<file path="config.mk">
export PLATFORM = sky130hd
export DESIGN_NAME = mem_access_unit_flat
export DESIGN_NICKNAME = d
export VERILOG_FILES = /design/src/rtl/mem_access_unit_if.sv /design/src/rtl/mem_access_unit.sv /design/src/flat_wrapper.sv
export SDC_FILE = /design/constraint.sdc
export NUM_CORES = 1
export LEC_CHECK = 0
export ABC_AREA = 1
export CAP_MARGIN = 20
export CORE_MARGIN = 4
export CORE_UTILIZATION = 49
export DETAILED_ROUTE_END_ITERATION = 6
export MAX_ROUTING_LAYER = met4
export PLACE_DENSITY = 0.87
export RECOVER_POWER = 50
export SETUP_SLACK_MARGIN = 0.1
export SYNTH_ARGS = -nofsm -noshare
export SYNTH_HDL_FRONTEND = slang
export SYNTH_SLANG_ARGS = --single-unit
</file>
<file path="constraint.sdc">
create_clock -name clk -period 2.5 [get_ports clk]
set_input_delay 0.25 -clock clk [delete_from_list [all_inputs] [get_ports clk]]
set_output_delay 0.25 -clock clk [all_outputs]
set_load 0.03 [all_outputs]
</file>
<file path="src/rtl/mem_access_unit_if.sv">
// -----------------------------------------------------------------------------
// mem_access_unit_if
// Data-memory bus between the MEM-stage access unit and the data memory.
//   dmem_req    : request, held until granted
//   dmem_we     : 1 = store, 0 = load
//   dmem_addr   : word address, [1:0] always zero
//   dmem_be     : byte enables
//   dmem_wdata  : lane-replicated store data
//   dmem_gnt    : request accepted by memory
//   dmem_rvalid : response (load data or write acknowledge)
//   dmem_rdata  : load word
// master = access unit, slave = memory.
// -----------------------------------------------------------------------------
interface mem_access_unit_if;
   logic        dmem_req;
   logic        dmem_we;
   logic [31:0] dmem_addr;
   logic [3:0]  dmem_be;
   logic [31:0] dmem_wdata;
   logic        dmem_gnt;
   logic        dmem_rvalid;
   logic [31:0] dmem_rdata;

   modport master (
      output dmem_req, dmem_we, dmem_addr, dmem_be, dmem_wdata,
      input  dmem_gnt, dmem_rvalid, dmem_rdata
   );

   modport slave (
      input  dmem_req, dmem_we, dmem_addr, dmem_be, dmem_wdata,
      output dmem_gnt, dmem_rvalid, dmem_rdata
   );
endinterface

</file>
<file path="src/rtl/mem_access_unit.sv">
// -----------------------------------------------------------------------------
// mem_access_unit
// MEM-stage data-memory access unit of the pipelined RV32I core. Runs one
// request/grant/response transaction per load/store, stalls the pipeline
// until it completes, formats load data and flags faults and bus timeouts.
// Ports:
//   clk          : clock, rising edge
//   reset        : asynchronous active-low reset
//   MemReqM      : MEM-stage instruction is a load or store
//   MemWriteM    : 1 = store, 0 = load
//   Funct3M      : access size / sign
//   ALUResultM   : byte address
//   WriteDataM   : right-justified store data
//   ReadData     : formatted load result (registered)
//   StallM       : pipeline hold (combinational)
//   AccessFaultM : misaligned access or illegal funct3 (combinational)
//   BusErrM      : bus timeout flag, valid in the DONE cycle (registered)
//   dmem         : data-memory bus, master side
// -----------------------------------------------------------------------------
module mem_access_unit #(
   parameter int unsigned TIMEOUT = 255
) (
   input  logic              clk,
   input  logic              reset,
   input  logic              MemReqM,
   input  logic              MemWriteM,
   input  logic [2:0]        Funct3M,
   input  logic [31:0]       ALUResultM,
   input  logic [31:0]       WriteDataM,
   output logic [31:0]       ReadData,
   output logic              StallM,
   output logic              AccessFaultM,
   output logic              BusErrM,
   mem_access_unit_if.master dmem
);

   typedef enum logic [1:0] {
      IDLE = 2'd0,
      REQ  = 2'd1,
      WAIT = 2'd2,
      DONE = 2'd3
   } state_t;

   // Last counter value before the transaction is abandoned.
   localparam logic [7:0] TIMEOUT_LAST = 8'(TIMEOUT - 1);

   state_t      state_r;
   state_t      state_nxt_s;
   logic [7:0]  cnt_r;
   logic [2:0]  funct3_r;
   logic [1:0]  off_r;
   logic        req_r;
   logic        we_r;
   logic [31:0] addr_r;
   logic [3:0]  be_r;
   logic [31:0] wdata_r;
   logic [31:0] rdata_r;
   logic        buserr_r;

   logic        fault_s;
   logic        accept_s;
   logic        complete_s;
   logic        expire_s;
   logic        timeout_s;

   // Misalignment or an funct3 code that has no meaning for the access type.
   function automatic logic access_fault(input logic we, input logic [2:0] f3,
                                         input logic [1:0] off);
      logic f;
      case (f3)
         3'b000:  f = 1'b0;
         3'b001:  f = off[0];
         3'b010:  f = off[1] | off[0];
         3'b100:  f = we;
         3'b101:  f = we | off[0];
         default: f = 1'b1;
      endcase
      return f;
   endfunction

   // Select the addressed byte/half of the bus word and extend it.
   function automatic logic [31:0] load_format(input logic [2:0] f3, input logic [1:0] off,
                                               input logic [31:0] w);
      logic [7:0]  b;
      logic [15:0] h;
      logic [31:0] r;
      case (off)
         2'd0:    b = w[7:0];
         2'd1:    b = w[15:8];
         2'd2:    b = w[23:16];
         2'd3:    b = w[31:24];
         default: b = w[7:0];
      endcase
      h = off[1] ? w[31:16] : w[15:0];
      case (f3)
         3'b000:  r = {{24{b[7]}}, b};
         3'b001:  r = {{16{h[15]}}, h};
         3'b010:  r = w;
         3'b100:  r = {24'h00_0000, b};
         3'b101:  r = {16'h0000, h};
         default: r = w;
      endcase
      return r;
   endfunction

   // Byte enables of a store; offsets are already known to be aligned.
   function automatic logic [3:0] store_be(input logic [2:0] f3, input logic [1:0] off);
      logic [3:0] be;
      case (f3)
         3'b000:  be = 4'b0001 << off;
         3'b001:  be = 4'b0011 << off;
         default: be = 4'b1111;
      endcase
      return be;
   endfunction

   // Replicate store data into every lane so the memory picks it by byte enable.
   function automatic logic [31:0] store_wdata(input logic [2:0] f3, input logic [31:0] wd);
      logic [31:0] d;
      case (f3)
         3'b000:  d = {4{wd[7:0]}};
         3'b001:  d = {2{wd[15:0]}};
         default: d = wd;
      endcase
      return d;
   endfunction

   assign fault_s      = access_fault(MemWriteM, Funct3M, ALUResultM[1:0]);
   assign timeout_s    = (cnt_r >= TIMEOUT_LAST);
   assign AccessFaultM = MemReqM & fault_s;
   assign StallM       = ((state_r == IDLE) & MemReqM & ~fault_s)
                       | (state_r == REQ) | (state_r == WAIT);

   assign ReadData        = rdata_r;
   assign BusErrM         = buserr_r;
   assign dmem.dmem_req   = req_r;
   assign dmem.dmem_we    = we_r;
   assign dmem.dmem_addr  = addr_r;
   assign dmem.dmem_be    = be_r;
   assign dmem.dmem_wdata = wdata_r;

   // State register.
   always_ff @(posedge clk or negedge reset) begin
      if (!reset) begin
         state_r <= IDLE;
      end else begin
         state_r <= state_nxt_s;
      end
   end

   // Next state and transaction strobes; a real response beats a same-cycle timeout.
   always_comb begin
      state_nxt_s = state_r;
      accept_s    = 1'b0;
      complete_s  = 1'b0;
      expire_s    = 1'b0;
      case (state_r)
         IDLE: begin
            if (MemReqM && !fault_s) begin
               accept_s    = 1'b1;
               state_nxt_s = REQ;
            end else begin
               state_nxt_s = IDLE;
            end
         end
         REQ: begin
            if (dmem.dmem_gnt && dmem.dmem_rvalid) begin
               complete_s  = 1'b1;
               state_nxt_s = DONE;
            end else if (timeout_s) begin
               expire_s    = 1'b1;
               state_nxt_s = DONE;
            end else if (dmem.dmem_gnt) begin
               state_nxt_s = WAIT;
            end else begin
               state_nxt_s = REQ;
            end
         end
         WAIT: begin
            if (dmem.dmem_rvalid) begin
               complete_s  = 1'b1;
               state_nxt_s = DONE;
            end else if (timeout_s) begin
               expire_s    = 1'b1;
               state_nxt_s = DONE;
            end else begin
               state_nxt_s = WAIT;
            end
         end
         DONE:    state_nxt_s = IDLE;
         default: state_nxt_s = IDLE;
      endcase
   end

   // Cycles spent in REQ+WAIT for the current transaction.
   always_ff @(posedge clk or negedge reset) begin
      if (!reset) begin
         cnt_r <= 8'd0;
      end else if (accept_s) begin
         cnt_r <= 8'd0;
      end else if ((state_r == REQ) || (state_r == WAIT)) begin
         cnt_r <= cnt_r + 8'd1;
      end
   end

   // Bus outputs: captured on acceptance, held stable, request dropped on grant or timeout.
   always_ff @(posedge clk or negedge reset) begin
      if (!reset) begin
         req_r    <= 1'b0;
         we_r     <= 1'b0;
         addr_r   <= 32'h0000_0000;
         be_r     <= 4'b0000;
         wdata_r  <= 32'h0000_0000;
         funct3_r <= 3'b000;
         off_r    <= 2'b00;
      end else if (accept_s) begin
         req_r    <= 1'b1;
         we_r     <= MemWriteM;
         addr_r   <= {ALUResultM[31:2], 2'b00};
         be_r     <= MemWriteM ? store_be(Funct3M, ALUResultM[1:0]) : 4'b1111;
         wdata_r  <= MemWriteM ? store_wdata(Funct3M, WriteDataM) : 32'h0000_0000;
         funct3_r <= Funct3M;
         off_r    <= ALUResultM[1:0];
      end else if (((state_r == REQ) && dmem.dmem_gnt) || expire_s) begin
         req_r    <= 1'b0;
      end
   end

   // Load result and bus-error flag; stores leave ReadData untouched.
   always_ff @(posedge clk or negedge reset) begin
      if (!reset) begin
         rdata_r  <= 32'h0000_0000;
         buserr_r <= 1'b0;
      end else if (expire_s) begin
         rdata_r  <= 32'h0000_0000;
         buserr_r <= 1'b1;
      end else if (complete_s) begin
         if (!we_r) begin
            rdata_r <= load_format(funct3_r, off_r, dmem.dmem_rdata);
         end
      end else if (state_r == DONE) begin
         buserr_r <= 1'b0;
      end
   end

endmodule

</file>
<file path="src/flat_wrapper.sv">
// flat-port wrapper written by rule: the top's interface ports become plain ports
module mem_access_unit_flat 
#(
   parameter int unsigned TIMEOUT = 255
)
  (clk, reset, MemReqM, MemWriteM, Funct3M, ALUResultM, WriteDataM, ReadData, StallM, AccessFaultM, BusErrM, dmem_dmem_req, dmem_dmem_we, dmem_dmem_addr, dmem_dmem_be, dmem_dmem_wdata, dmem_dmem_gnt, dmem_dmem_rvalid, dmem_dmem_rdata);
  mem_access_unit_if dmem_i ();
  input  logic clk;
  input  logic reset;
  input  logic MemReqM;
  input  logic MemWriteM;
  input  logic [2:0] Funct3M;
  input  logic [31:0] ALUResultM;
  input  logic [31:0] WriteDataM;
  output logic [31:0] ReadData;
  output logic StallM;
  output logic AccessFaultM;
  output logic BusErrM;
  output wire logic [$bits(dmem_i.dmem_req)-1:0] dmem_dmem_req;
  output wire logic [$bits(dmem_i.dmem_we)-1:0] dmem_dmem_we;
  output wire logic [$bits(dmem_i.dmem_addr)-1:0] dmem_dmem_addr;
  output wire logic [$bits(dmem_i.dmem_be)-1:0] dmem_dmem_be;
  output wire logic [$bits(dmem_i.dmem_wdata)-1:0] dmem_dmem_wdata;
  input wire logic [$bits(dmem_i.dmem_gnt)-1:0] dmem_dmem_gnt;
  input wire logic [$bits(dmem_i.dmem_rvalid)-1:0] dmem_dmem_rvalid;
  input wire logic [$bits(dmem_i.dmem_rdata)-1:0] dmem_dmem_rdata;
  assign dmem_dmem_req = dmem_i.dmem_req;
  assign dmem_dmem_we = dmem_i.dmem_we;
  assign dmem_dmem_addr = dmem_i.dmem_addr;
  assign dmem_dmem_be = dmem_i.dmem_be;
  assign dmem_dmem_wdata = dmem_i.dmem_wdata;
  assign dmem_i.dmem_gnt = dmem_dmem_gnt;
  assign dmem_i.dmem_rvalid = dmem_dmem_rvalid;
  assign dmem_i.dmem_rdata = dmem_dmem_rdata;
  mem_access_unit #(.TIMEOUT(TIMEOUT)) u_core (.clk(clk), .reset(reset), .MemReqM(MemReqM), .MemWriteM(MemWriteM), .Funct3M(Funct3M), .ALUResultM(ALUResultM), .WriteDataM(WriteDataM), .ReadData(ReadData), .StallM(StallM), .AccessFaultM(AccessFaultM), .BusErrM(BusErrM), .dmem(dmem_i));
endmodule
</file>
# Yosys cells after proc, flatten, opt, wreduce, memory -nomap -nowiden
# Cells that the tools add are included.
# Widths: inputs -> output; s select.
# totals
regBits	116
input_bits	105
out_inout_bits	105
elab_cells	88
# classes
addsub	1
n_lt_le_gt_ge	1
eq_ne	15
n_shift	2
muxes	34
n_bitwise	8
reduce_logical	16
# ops
operator	count
$mux 32	4
$pmux 32 s4	1
$pmux 32 s2	1
$pmux 8 s4	1
$mux 16	1
$mux 8	2
$mux 1	14
$eq 3x3->1 const B	4
$add 8x1->8 const B	1
$eq 2x2->1 const B	4
$ge 8x8->1 const B	1
$mux 2	4
$pmux 2 s4	1
$pmux 4 s2	1
$reduce_bool 2->1	4
$eq 3x1->1 const B	2
$logic_not 3->1	2
$pmux 1 s5	1
$eq 2x1->1 const B	2
$logic_not 2->1	2
$mux 4	1
$ne 2x2->1 const B	2
$or 1x1->1	4
$pmux 1 s2	2
other kinds (9)	15

# Depth between registers and ports, before layout
# Gate-level depths: netlist of the first run.
# logic_depth
ltp_word	7
ltp_mapped	11
mapped_depth_nobuf	10

# Worst setup path before layout of the first run
# No wires, ideal clock.
# synth_path
path_type	input -> output
startpoint	input port MemWriteM
endpoint	output port AccessFaultM
t_arrival_ns	1.507
t_required_ns	2.250
slack_ns	0.743
path_stages	5
n_path_buf	1
path_cell_list	clkbuf_1 -> inv_1 -> nand4_1 -> nand2_1 -> a21boi_0
# synth_via
elab_chain_cells	3
# synth_rtl
element	line	rtl
from (decl)	flat_wrapper.sv:11	input logic MemWriteM;
$or 1x1->1	mem_access_unit.sv:75	3'b101: f = we | off[0];
$pmux 1 s5 *	mem_access_unit.sv:70	case (f3)
$and 1x1->1 *	mem_access_unit.sv:130	assign AccessFaultM = MemReqM & fault_s;
to (decl)	flat_wrapper.sv:17	output logic AccessFaultM;
# Mark *: on every way between the ends. The rest lies on a longest branch, timed or not.

# Worst setup path after layout of the first run
# layout_path
startpoint	input port Funct3M[1]
endpoint	output port StallM
# layout_via
elab_chain_cells	6
word_cells_on_any_way	10
classes_between	eq/ne (4); mux (1); bitwise (4); reduce/logical (1)
# layout_rtl
element	line	rtl
from (decl)	flat_wrapper.sv:12	input logic [2:0] Funct3M;
$eq 3x3->1, or another cell as far along	mem_access_unit.sv:70	
$pmux 1 s5 *	mem_access_unit.sv:70	
$not 1->1 *	mem_access_unit.sv:131	assign StallM = ((state_r == IDLE) & MemReqM & ~fault_s)
$and 1x1->1 *	mem_access_unit.sv:131	
$or 1x1->1 * (2 in a row)	mem_access_unit.sv:132	| (state_r == REQ) | (state_r == WAIT);
to (decl)	flat_wrapper.sv:16	output logic StallM;
# Marked as above.

==> results_tabular.tex, run 1 <==
\begin{tabular}{lr}
\hline
Metric & Value \\
\hline
\multicolumn{2}{l}{\textbf{Placement}} \\
Area post-placement & between 7000 and 8000 µm² \\
Gp weighted congestion & slightly below 0.9 \\
Number of port buffers & 207 \\
Dpl hpwl & between 10 and 15 mm \\
Dpl ws & between 0.1 and 0.15 ns \\
\multicolumn{2}{l}{\textbf{Yosys}} \\
Leading register cell type out of synthesis & sky130\_fd\_sc\_hd\_\_dfrtp\_1 \\
Post-synthesis area per instance & approximately 7.7 µm² \\
Fraction of registers with async set/reset & 100\% \\
Flop and latch count out of synthesis & $\sim$120 \\
Post-Synthesis Cells & 757 \\
Distinct cells, synth & 36 \\
Synthesized area & 5840 µm² \\
Number of enable-type register cells in the synthesized netlist & 0 \\
Post-synthesis sequential area ratio & 49.7\% \\
Total number of yosys warnings & 0 \\
\multicolumn{2}{l}{\textbf{Pwr}} \\
Power per cell area & between 1000 and 1500 nW/µm² \\
Peak ir drop on the vdd network & just under 0.9 mV \\
Pleak & between 4 and 5 nW \\
\multicolumn{2}{l}{\textbf{Setup path}} \\
Data arrival time of the worst path & between 1.5 and 2 ns \\
Critical path start-end classification & primary input to output pin \\
Number of buffers and inverters on the critical path & 4 \\
Cell with the most instances on the worst path & sky130\_fd\_sc\_hd\_\_nand2\_1 \\
Startpoint kind of the worst setup timing path & primary input \\
Req. time, crit path & 2.25 ns \\
CP max-delay cell & sky130\_fd\_sc\_hd\_\_dlygate4sd3\_1 \\
Critical Path, Cell by Cell & dlygate4sd3\_1 > inv\_2 > nand2\_2 > inv\_1 > nand2\_1 > o21ai\_1 > nand2\_1 > nand3\_4 > nand3\_1 > buf\_4 \\
Top cell family by delay on the critical path & buffers and inverters \\
CP endpoint kind & output pin \\
Biggest fanout along the worst timing path & 24 \\
Highest cell delay on the worst timing path & approximately 0.67 ns \\
\multicolumn{2}{l}{\textbf{Die}} \\
Num rows & 39 \\
Die Area & 13700 µm² \\
Number of top-level design ports & 210 \\
Die H & roughly 120 µm \\
Core region area & between 10000 and 15000 µm² \\
Die Wd & about 120 µm \\
Initial core utilization & around half \\
\multicolumn{2}{l}{\textbf{Global routing}} \\
Vias in the first global route & 5654 \\
Number of antenna violations at the first check in global routing & 0 \\
First-pass GRT wire length & between 20 and 30 mm \\
Global-route total usage across every layer & a little over a quarter \\
Remaining Overflow, GRT & 0 \\
Largest net degree at the start of global routing & 50 \\
\multicolumn{2}{l}{\textbf{Clock network}} \\
Resize count post-CTS & 0 \\
Buffers inserted during post-CTS setup optimization & 0 \\
Number of levels in the clock H-tree & 4 \\
Deepest clock path buffer count & 2 \\
TritonCTS Buffers & 17 \\
Clock tree from TritonCTS & done \\
Sink Count & 116 \\
Clock-pin transition on the worst setup and hold timing paths & around 0.05 ns \\
Worst-Skew Late Latency & approximately 0.41 ns \\
Library cell used as clock root buffer & sky130\_fd\_sc\_hd\_\_clkbuf\_16 \\
\multicolumn{2}{l}{\textbf{Layout}} \\
Area growth from synthesis to final layout & 47.7\% \\
Number of nets at the end of the flow & 1074 \\
Fill cells & roughly 860 \\
Share of post-route cells with drive strength above 1 & a little over a tenth \\
Design area & 8620 µm² \\
Diodes inserted & 0 \\
\multicolumn{2}{l}{\textbf{Timing}} \\
Final period utilization & between 80\% and 90\% \\
Tightest Pin Transition & 0.882 ns \\
Time the worst path needs with I/O delays and setup & between 2 and 2.5 ns \\
Setup Viol. Count Final & 0 \\
Clock skew after layout & $\sim$0.0047 ns \\
Worst path setup slack after routing & around 0.27 ns \\
Total Neg Setup Slack & 0 ns \\
Fmax achieved & roughly 0.45 GHz \\
Max-Slew Margin vs Limit & roughly 41\% \\
Max-slew violations & 0 \\
RSZ-0062 raised after global routing & no \\
Number of hold violations in the final report & 0 \\
Smallest hold slack & around 0.37 ns \\
\multicolumn{2}{l}{\textbf{Routing}} \\
Total via count after detailed routing & about 5800 \\
Vias per std cell & 5.15 \\
Number of DRC violations after detailed-routing iteration 0 & $\sim$410 \\
Detailed-router iteration count before antenna repair & 6 \\
Final wirelength & 17.6 mm \\
Detailed-route DRC error count & 0 \\
Final antenna-violating net count & 0 \\
Post-DR wirelength/cell & 15.7 µm \\
\multicolumn{2}{l}{\textbf{Status}} \\
Run status & finished, final reports clean \\
\multicolumn{2}{l}{\textbf{Min path}} \\
Worst hold path class & primary input to register \\
\multicolumn{2}{l}{\textbf{Run}} \\
Maximum Capacitance Violations & 0 \\
\hline
\end{tabular}
## stage by stage
stage / instances / power, W / utilization, %
floorplan: 758 / 0.00650 / -
global placement: 1085 / 0.00871 / 69.4
detailed placement: 1085 / 0.00881 / 69.4
CTS: 1118 / 0.0115 / 74.9
global route: 1118 / 0.0119 / 74.9
finish: 1118 / 0.0113 / 74.9
## worst paths after layout
| check | end | cells after the start | from | slack, ns |
|---|---|---|---|---|
| worst max-delay path | StallM | 10 | Funct3M[1] | 0.27 |
| worst min-delay path | u_core.dmem.dmem_addr[13] | 3 | ALUResultM[13] | 0.37 |
| worst max register to register | u_core.ReadData[24] | 8 | u_core.off_r[1] | 0.44 |
| worst min register to register | u_core.ReadData[21] | 2 | u_core.ReadData[21] | 0.47 |
| max in group asynchronous | u_core.dmem.dmem_addr[8] | 3 | reset | 0.65 |
| min in group asynchronous | async pin | 2 | reset | 0.51 |
## synth_stat cells, types with 2 or more instances
master	instances	area [µm²]
sky130_fd_sc_hd__nor3_1	3	15.0
sky130_fd_sc_hd__nor2_1	20	75.1
sky130_fd_sc_hd__buf_2	11	55.1
sky130_fd_sc_hd__or2_2	39	244
sky130_fd_sc_hd__ha_1	7	87.6
sky130_fd_sc_hd__o22ai_1	4	25.0
sky130_fd_sc_hd__clkbuf_1	17	63.8
sky130_fd_sc_hd__nand3_1	72	360
sky130_fd_sc_hd__or2_0	2	12.5
sky130_fd_sc_hd__a21oi_1	4	20.0
sky130_fd_sc_hd__xor2_1	2	17.5
sky130_fd_sc_hd__o21ai_0	43	215
sky130_fd_sc_hd__inv_1	38	143
sky130_fd_sc_hd__o21ai_1	20	100
sky130_fd_sc_hd__buf_6	7	78.8
sky130_fd_sc_hd__nand2_1	321	1200
sky130_fd_sc_hd__o211ai_1	3	22.5
sky130_fd_sc_hd__buf_4	3	22.5
sky130_fd_sc_hd__inv_2	5	18.8
sky130_fd_sc_hd__dfrtp_1	116	2900
sky130_fd_sc_hd__a31oi_1	2	12.5
sky130_fd_sc_hd__nand4_1	4	25.0
## cell families (layout without fill, tap and decap cells)
logic type | Yosys count | in the layout | share of synthesized area, %
compound gates | 80 | 80 | 7.33
buf+inv | 83 | 300 | 6.67
xor+xnor | 3 | 3 | 0.450
simple gates | 467 | 467 | 34.2
other cells | 1 | 2 | 0.0643
flops | 116 | 116 | 49.7
fa+ha+maj | 7 | 7 | 1.50
## metal layers
metal	wire, µm	global-route usage, %	up-vias
met1	7100	30.9	2684
met2	8520	42.6	242
met4	295	8.49	0
met5	0	-	-
li1	-	-	2808
met3	1640	10.2	28
## area by class of cell
type	count	area (µm²)	share of cell area [%]
tap	143	179	2.08
clock buffer	19	443	5.14
clock inverter	13	180	2.09
multi-input combinational	559	2550	29.6
inverter	44	165	1.92
timing repair buffer	224	2200	25.5
sequential	116	2900	33.7
## cell usage in the layout (no fill, tap or decap), drive strengths merged
| cell | synthesis | routed |
|---|---|---|
| conb | 1 | 2 |
| xnor2 | 1 | 1 |
| nand3 | 73 | 73 |
| xor2 | 2 | 2 |
| or2 | 41 | 41 |
| bufinv | 0 | 4 |
| o22ai | 4 | 4 |
| a21oi | 5 | 5 |
| inv | 43 | 45 |
| ha | 7 | 7 |
| clkinv | 1 | 5 |
| nand2 | 322 | 322 |
| buf | 22 | 17 |
| clkbuf | 17 | 21 |
| o21a | 1 | 1 |
| dlygate4sd3 | 0 | 43 |
| o21ai | 64 | 64 |
| clkinvlp | 0 | 3 |
| nor2 | 22 | 22 |
| clkdlybuf4s50 | 0 | 162 |
| a21boi | 1 | 1 |
| o211ai | 3 | 3 |
| dfrtp | 116 | 116 |
| nand4 | 5 | 5 |
| nor3 | 3 | 3 |
| a31oi | 2 | 2 |
| nand3b | 1 | 1 |
## report_power, final
group	switching, W	leakage [nW]	internal (W)
clock network	0.000867	0.300	0.00169
registers	0.000563	1.48	0.00271
logic	0.00334	2.46	0.00209
total	0.00477	4.24	0.00650
## state kept, by name (all words and copies together), names as in the netlist, named ones only
| register | count |
|---|---|
| u_core.ReadData | 32 |
| u_core.dmem.dmem_wdata | 32 |
| u_core.dmem.dmem_addr | 30 |
| u_core.cnt_r | 8 |
| u_core.dmem.dmem_be | 4 |
| u_core.funct3_r | 3 |
| u_core.off_r | 2 |
| u_core.BusErrM | 1 |
| u_core.dmem.dmem_req | 1 |
| u_core.dmem.dmem_we | 1 |
| u_core.state_r | 1 |
## timing repair
action                                  CTS  global route
hold buffers                              1             0
hold endpoints to repair                 33             0
endpoints found under the setup margin    0             0
## worst reg2reg max path, cell delays in order (launching register included)
cell and delay, ns:
sky130_fd_sc_hd__dfrtp_1 0.52, sky130_fd_sc_hd__inv_1 0.37, sky130_fd_sc_hd__nand2_1 0.15, sky130_fd_sc_hd__nand3_1 0.13
sky130_fd_sc_hd__nand4_2 0.25, sky130_fd_sc_hd__nand3_1 0.15, sky130_fd_sc_hd__buf_4 0.22, sky130_fd_sc_hd__nand3_1 0.11
sky130_fd_sc_hd__nand2_1 0.09
Note: power is estimated with default switching activity, not from simulation.
==> run 2: changes to the inputs <==
- CORE_ASPECT_RATIO: not set -> 0.8
- CORE_MARGIN: 4 -> 5
==> run 2 against run 1 <==
The run now ends with capacitance limit, slew limit left. Global-route usage grew 0.33 points. Critical endpoint unchanged. Non-clock buffer count shrank 2. Critical path depth did not move. Clock skew rose by 0.0053 ns. Final area increased by 0.65%. Final cell count is 0.36% higher. Fmax down 0.54%.
==> results_tabular.tex, run 2 (same netlist as run 1, synthesis figures left out) <==
\begin{tabular}{lr}
\hline
Metric & Value \\
\hline
\multicolumn{2}{l}{\textbf{Status}} \\
Run status & finished with violations (was finished, final reports clean) \\
Failing checks & capacitance limit, slew limit \\
\multicolumn{2}{l}{\textbf{Die}} \\
Initial core utilization & 50.3\% (was 50.7\%) \\
Die H & 108 µm (was 117 µm) \\
Die Wd & 132 µm (was 117 µm) \\
Core region area & 11600 µm² (was 11500 µm²) \\
Number of top-level design ports & 210 (unchanged) \\
Die Area & 14200 µm² (was 13700 µm²) \\
Num rows & 35 (was 39) \\
\multicolumn{2}{l}{\textbf{Global routing}} \\
Vias in the first global route & 6001 (was 5654) \\
Number of antenna violations at the first check in global routing & 1 (was 0) \\
First-pass GRT wire length & 29.8 mm (was 27.2 mm) \\
Global-route total usage across every layer & 26.9\% (was 26.5\%) \\
Remaining Overflow, GRT & 0 (unchanged) \\
Largest net degree at the start of global routing & 117 (was 50) \\
\multicolumn{2}{l}{\textbf{Clock network}} \\
Library cell used as clock root buffer & sky130\_fd\_sc\_hd\_\_clkbuf\_16 (unchanged) \\
Deepest clock path buffer count & 2 (unchanged) \\
Sink Count & 116 (unchanged) \\
Worst-Skew Late Latency & 0.41 ns (about the same) \\
Clock tree from TritonCTS & done (unchanged) \\
Quantity of hold-fixing buffers added after cts & 1 (unchanged) \\
Clock-pin transition on the worst setup and hold timing paths & 0.06 ns (was 0.05 ns) \\
TritonCTS Buffers & 17 (unchanged) \\
Resize count post-CTS & 0 (unchanged) \\
Number of levels in the clock H-tree & 4 (unchanged) \\
Buffers inserted during post-CTS setup optimization & 0 (unchanged) \\
\multicolumn{2}{l}{\textbf{Pwr}} \\
Net switching share of the total power & 41.9\% (was 42.4\%) \\
Pleak & 4.27 nW (was 4.24 nW) \\
Switching power & 0.00485 W (was 0.00477 W) \\
Sequential share of power & 28.2\% (was 29.1\%) \\
Combinational power share & 47.7\% (was 48.2\%) \\
Total internal power & 0.00672 W (was 0.00650 W) \\
Fraction of power consumed by the clock network & 24.1\% (was 22.7\%) \\
Peak ir drop on the vdd network & 0.806 mV (was 0.873 mV) \\
Power per cell area & 1330 nW/µm² (was 1310 nW/µm²) \\
\multicolumn{2}{l}{\textbf{Timing}} \\
Max-Slew Margin vs Limit & -5.21\% (was 41.2\%) \\
Tightest Pin Transition & 1.58 ns (was 0.882 ns) \\
Time the worst path needs with I/O delays and setup & 2.25 ns (was 2.23 ns) \\
Clock skew after layout & 0.00999 ns (was 0.00472 ns) \\
Fmax achieved & 0.445 GHz (was 0.448 GHz) \\
Max-slew violations & 117 (was 0) \\
Total Neg Setup Slack & 0 ns (unchanged) \\
Smallest hold slack & 0.373 ns (was 0.371 ns) \\
RSZ-0062 raised after global routing & no (unchanged) \\
Setup Viol. Count Final & 0 (unchanged) \\
Number of hold violations in the final report & 0 (unchanged) \\
Final period utilization & 89.9\% (was 89.4\%) \\
\multicolumn{2}{l}{\textbf{Layout}} \\
Most common library cell in the layout ignoring fill and taps & sky130\_fd\_sc\_hd\_\_nand2\_1 (unchanged) \\
Top library cells by usage in the layout, fill and taps aside & sky130\_fd\_sc\_hd\_\_nand2\_1 (321), sky130\_fd\_sc\_hd\_\_clkdlybuf4s50\_1 (158), sky130\_fd\_sc\_hd\_\_dfrtp\_1 (116) (was sky130\_fd\_sc\_hd\_\_nand2\_1 (321), sky130\_fd\_sc\_hd\_\_clkdlybuf4s50\_1 (162), sky130\_fd\_sc\_hd\_\_dfrtp\_1 (116)) \\
Area growth from synthesis to final layout & 48.7\% (was 47.7\%) \\
Share of post-route cells with drive strength above 1 & 10.3\% (was 10.5\%) \\
Number of nets at the end of the flow & 1072 (was 1074) \\
Design area & 8680 µm² (was 8620 µm²) \\
Fill cells & 858 (was 862) \\
\multicolumn{2}{l}{\textbf{Placement}} \\
Area post-placement & 8010 µm² (was 7990 µm²) \\
Dpl hpwl & 12.8 mm (was 12.6 mm) \\
Gp weighted congestion & 0.882 (was 0.866) \\
Number of port buffers & 207 (unchanged) \\
\multicolumn{2}{l}{\textbf{Run}} \\
Maximum Capacitance Violations & 1 (was 0) \\
\multicolumn{2}{l}{\textbf{Setup path}} \\
Startpoint kind of the worst setup timing path & primary input (unchanged) \\
Biggest fanout along the worst timing path & 12 (was 24) \\
Critical path start-end classification & primary input to output pin (unchanged) \\
Critical Path, Cell by Cell & dlygate4sd3\_1 > inv\_2 > nand2\_2 > nor2\_4 > nand2\_1 > nand2\_1 > inv\_2 > nand3\_4 > nand3\_1 > buf\_4 (was dlygate4sd3\_1 > inv\_2 > nand2\_2 > inv\_1 > nand2\_1 > o21ai\_1 > nand2\_1 > nand3\_4 > nand3\_1 > buf\_4) \\
CP endpoint kind & output pin (unchanged) \\
Data arrival time of the worst path & 2.00 ns (was 1.98 ns) \\
Req. time, crit path & 2.25 ns (about the same) \\
CP max-delay cell & sky130\_fd\_sc\_hd\_\_dlygate4sd3\_1 (unchanged) \\
Highest cell delay on the worst timing path & 0.62 ns (was 0.67 ns) \\
R2R depth & 8 (unchanged) \\
\multicolumn{2}{l}{\textbf{Routing}} \\
Detailed-router iteration count before antenna repair & 5 (was 6) \\
Final wirelength & 18.4 mm (was 17.6 mm) \\
Detailed-route DRC error count & 0 (unchanged) \\
Final antenna-violating net count & 0 (unchanged) \\
Post-DR wirelength/cell & 16.4 µm (was 15.7 µm) \\
Vias per std cell & 5.23 (was 5.15) \\
Number of DRC violations after detailed-routing iteration 0 & 473 (was 414) \\
Total via count after detailed routing & 5870 (was 5762) \\
\multicolumn{2}{l}{\textbf{Min path}} \\
Worst hold path class & primary input to register (unchanged) \\
Hold path cells & 3 (unchanged) \\
\hline
\end{tabular}
## run 2: cell count changes in the layout (fill, tap and decap cells not counted), sizes merged
| cell | change |
|---|---|
| buf | -2 |
| clkdlybuf4s50 | -4 |
| diode | +1 |
| inv | -2 |
| bufinv | +2 |
| dlygate4sd3 | +4 |
## run 2: layout make-up
| class | count | area, µm² | share of cell area, % |
|---|---|---|---|
| Inverter | 44 | 165 | 1.90 |
| Clock inverter | 13 | 230 | 2.65 |
| Clock buffer | 19 | 443 | 5.10 |
| Sequential cell | 116 | 2900 | 33.4 |
| Timing Repair Buffer | 222 | 2200 | 25.3 |
| Multi-Input combinational cell | 559 | 2550 | 29.4 |
| Antenna cell | 1 | 2.50 | 0.0288 |
| Tap cell | 148 | 185 | 2.13 |
## run 2: worst paths after layout
check | startpoint | endpoint | slack [ns]
max | Funct3M[1] | StallM | 0.25
max in group asynchronous | reset | u_core.dmem.dmem_addr[12] | 0.61
min reg2reg | u_core.dmem.dmem_addr[20] | u_core.dmem.dmem_addr[20] | 0.47
min in group asynchronous | reset | u_core.cnt_r[0] | 0.87
max reg2reg | u_core.state_r[0] | u_core.ReadData[23] | 0.47
min | ALUResultM[20] | u_core.dmem.dmem_addr[20] | 0.37
## run 2: power by group through the flow
| stage | combinational (W) | sequential (W) | clock (W) |
|---|---|---|---|
| 3_3_place_gp | 0.00547 | 0.00326 | 0 |
| 3_5_place_dp | 0.00560 | 0.00326 | 0 |
| 6_report | 0.00552 | 0.00327 | 0.00279 |
| 2_1_floorplan | 0.00185 | 0.00466 | 0 |
| 5_1_grt | 0.00594 | 0.00337 | 0.00289 |
| 4_1_cts | 0.00567 | 0.00328 | 0.00281 |
## run 2: stage by stage
| stage | utilization (%) | total power [W] | cells | setup slack, ns |
|---|---|---|---|---|
| finish | 74.8 | 0.0116 | 1122 | 0.254 |
| global route | 74.8 | 0.0122 | 1122 | 0.0934 |
| CTS | 74.9 | 0.0117 | 1121 | 0.350 |
| detailed placement | 69.0 | 0.00887 | 1088 | 0.218 |
| global placement | 68.7 | 0.00873 | 1087 | 0.250 |
| floorplan | - | 0.00650 | 758 | 0.743 |
## run 2: critical path: cells and delay by family
family,cells,cell delay (ns)
buf+inv,4,0.95
simple gates,6,0.79
## run 2: layer usage
layer,global-route usage [%],part of all wire [%]
met3,9.72,10
met1,33.5,41
met5,-,0
met2,41.7,47
met4,7.56,1.7
==> run 3: changes to the inputs <==
- ABC_CLOCK_PERIOD_IN_PS: not set -> 2500
==> results of run 3 <==
The final DEF is identical to that of run 2; final timing and power are the same.
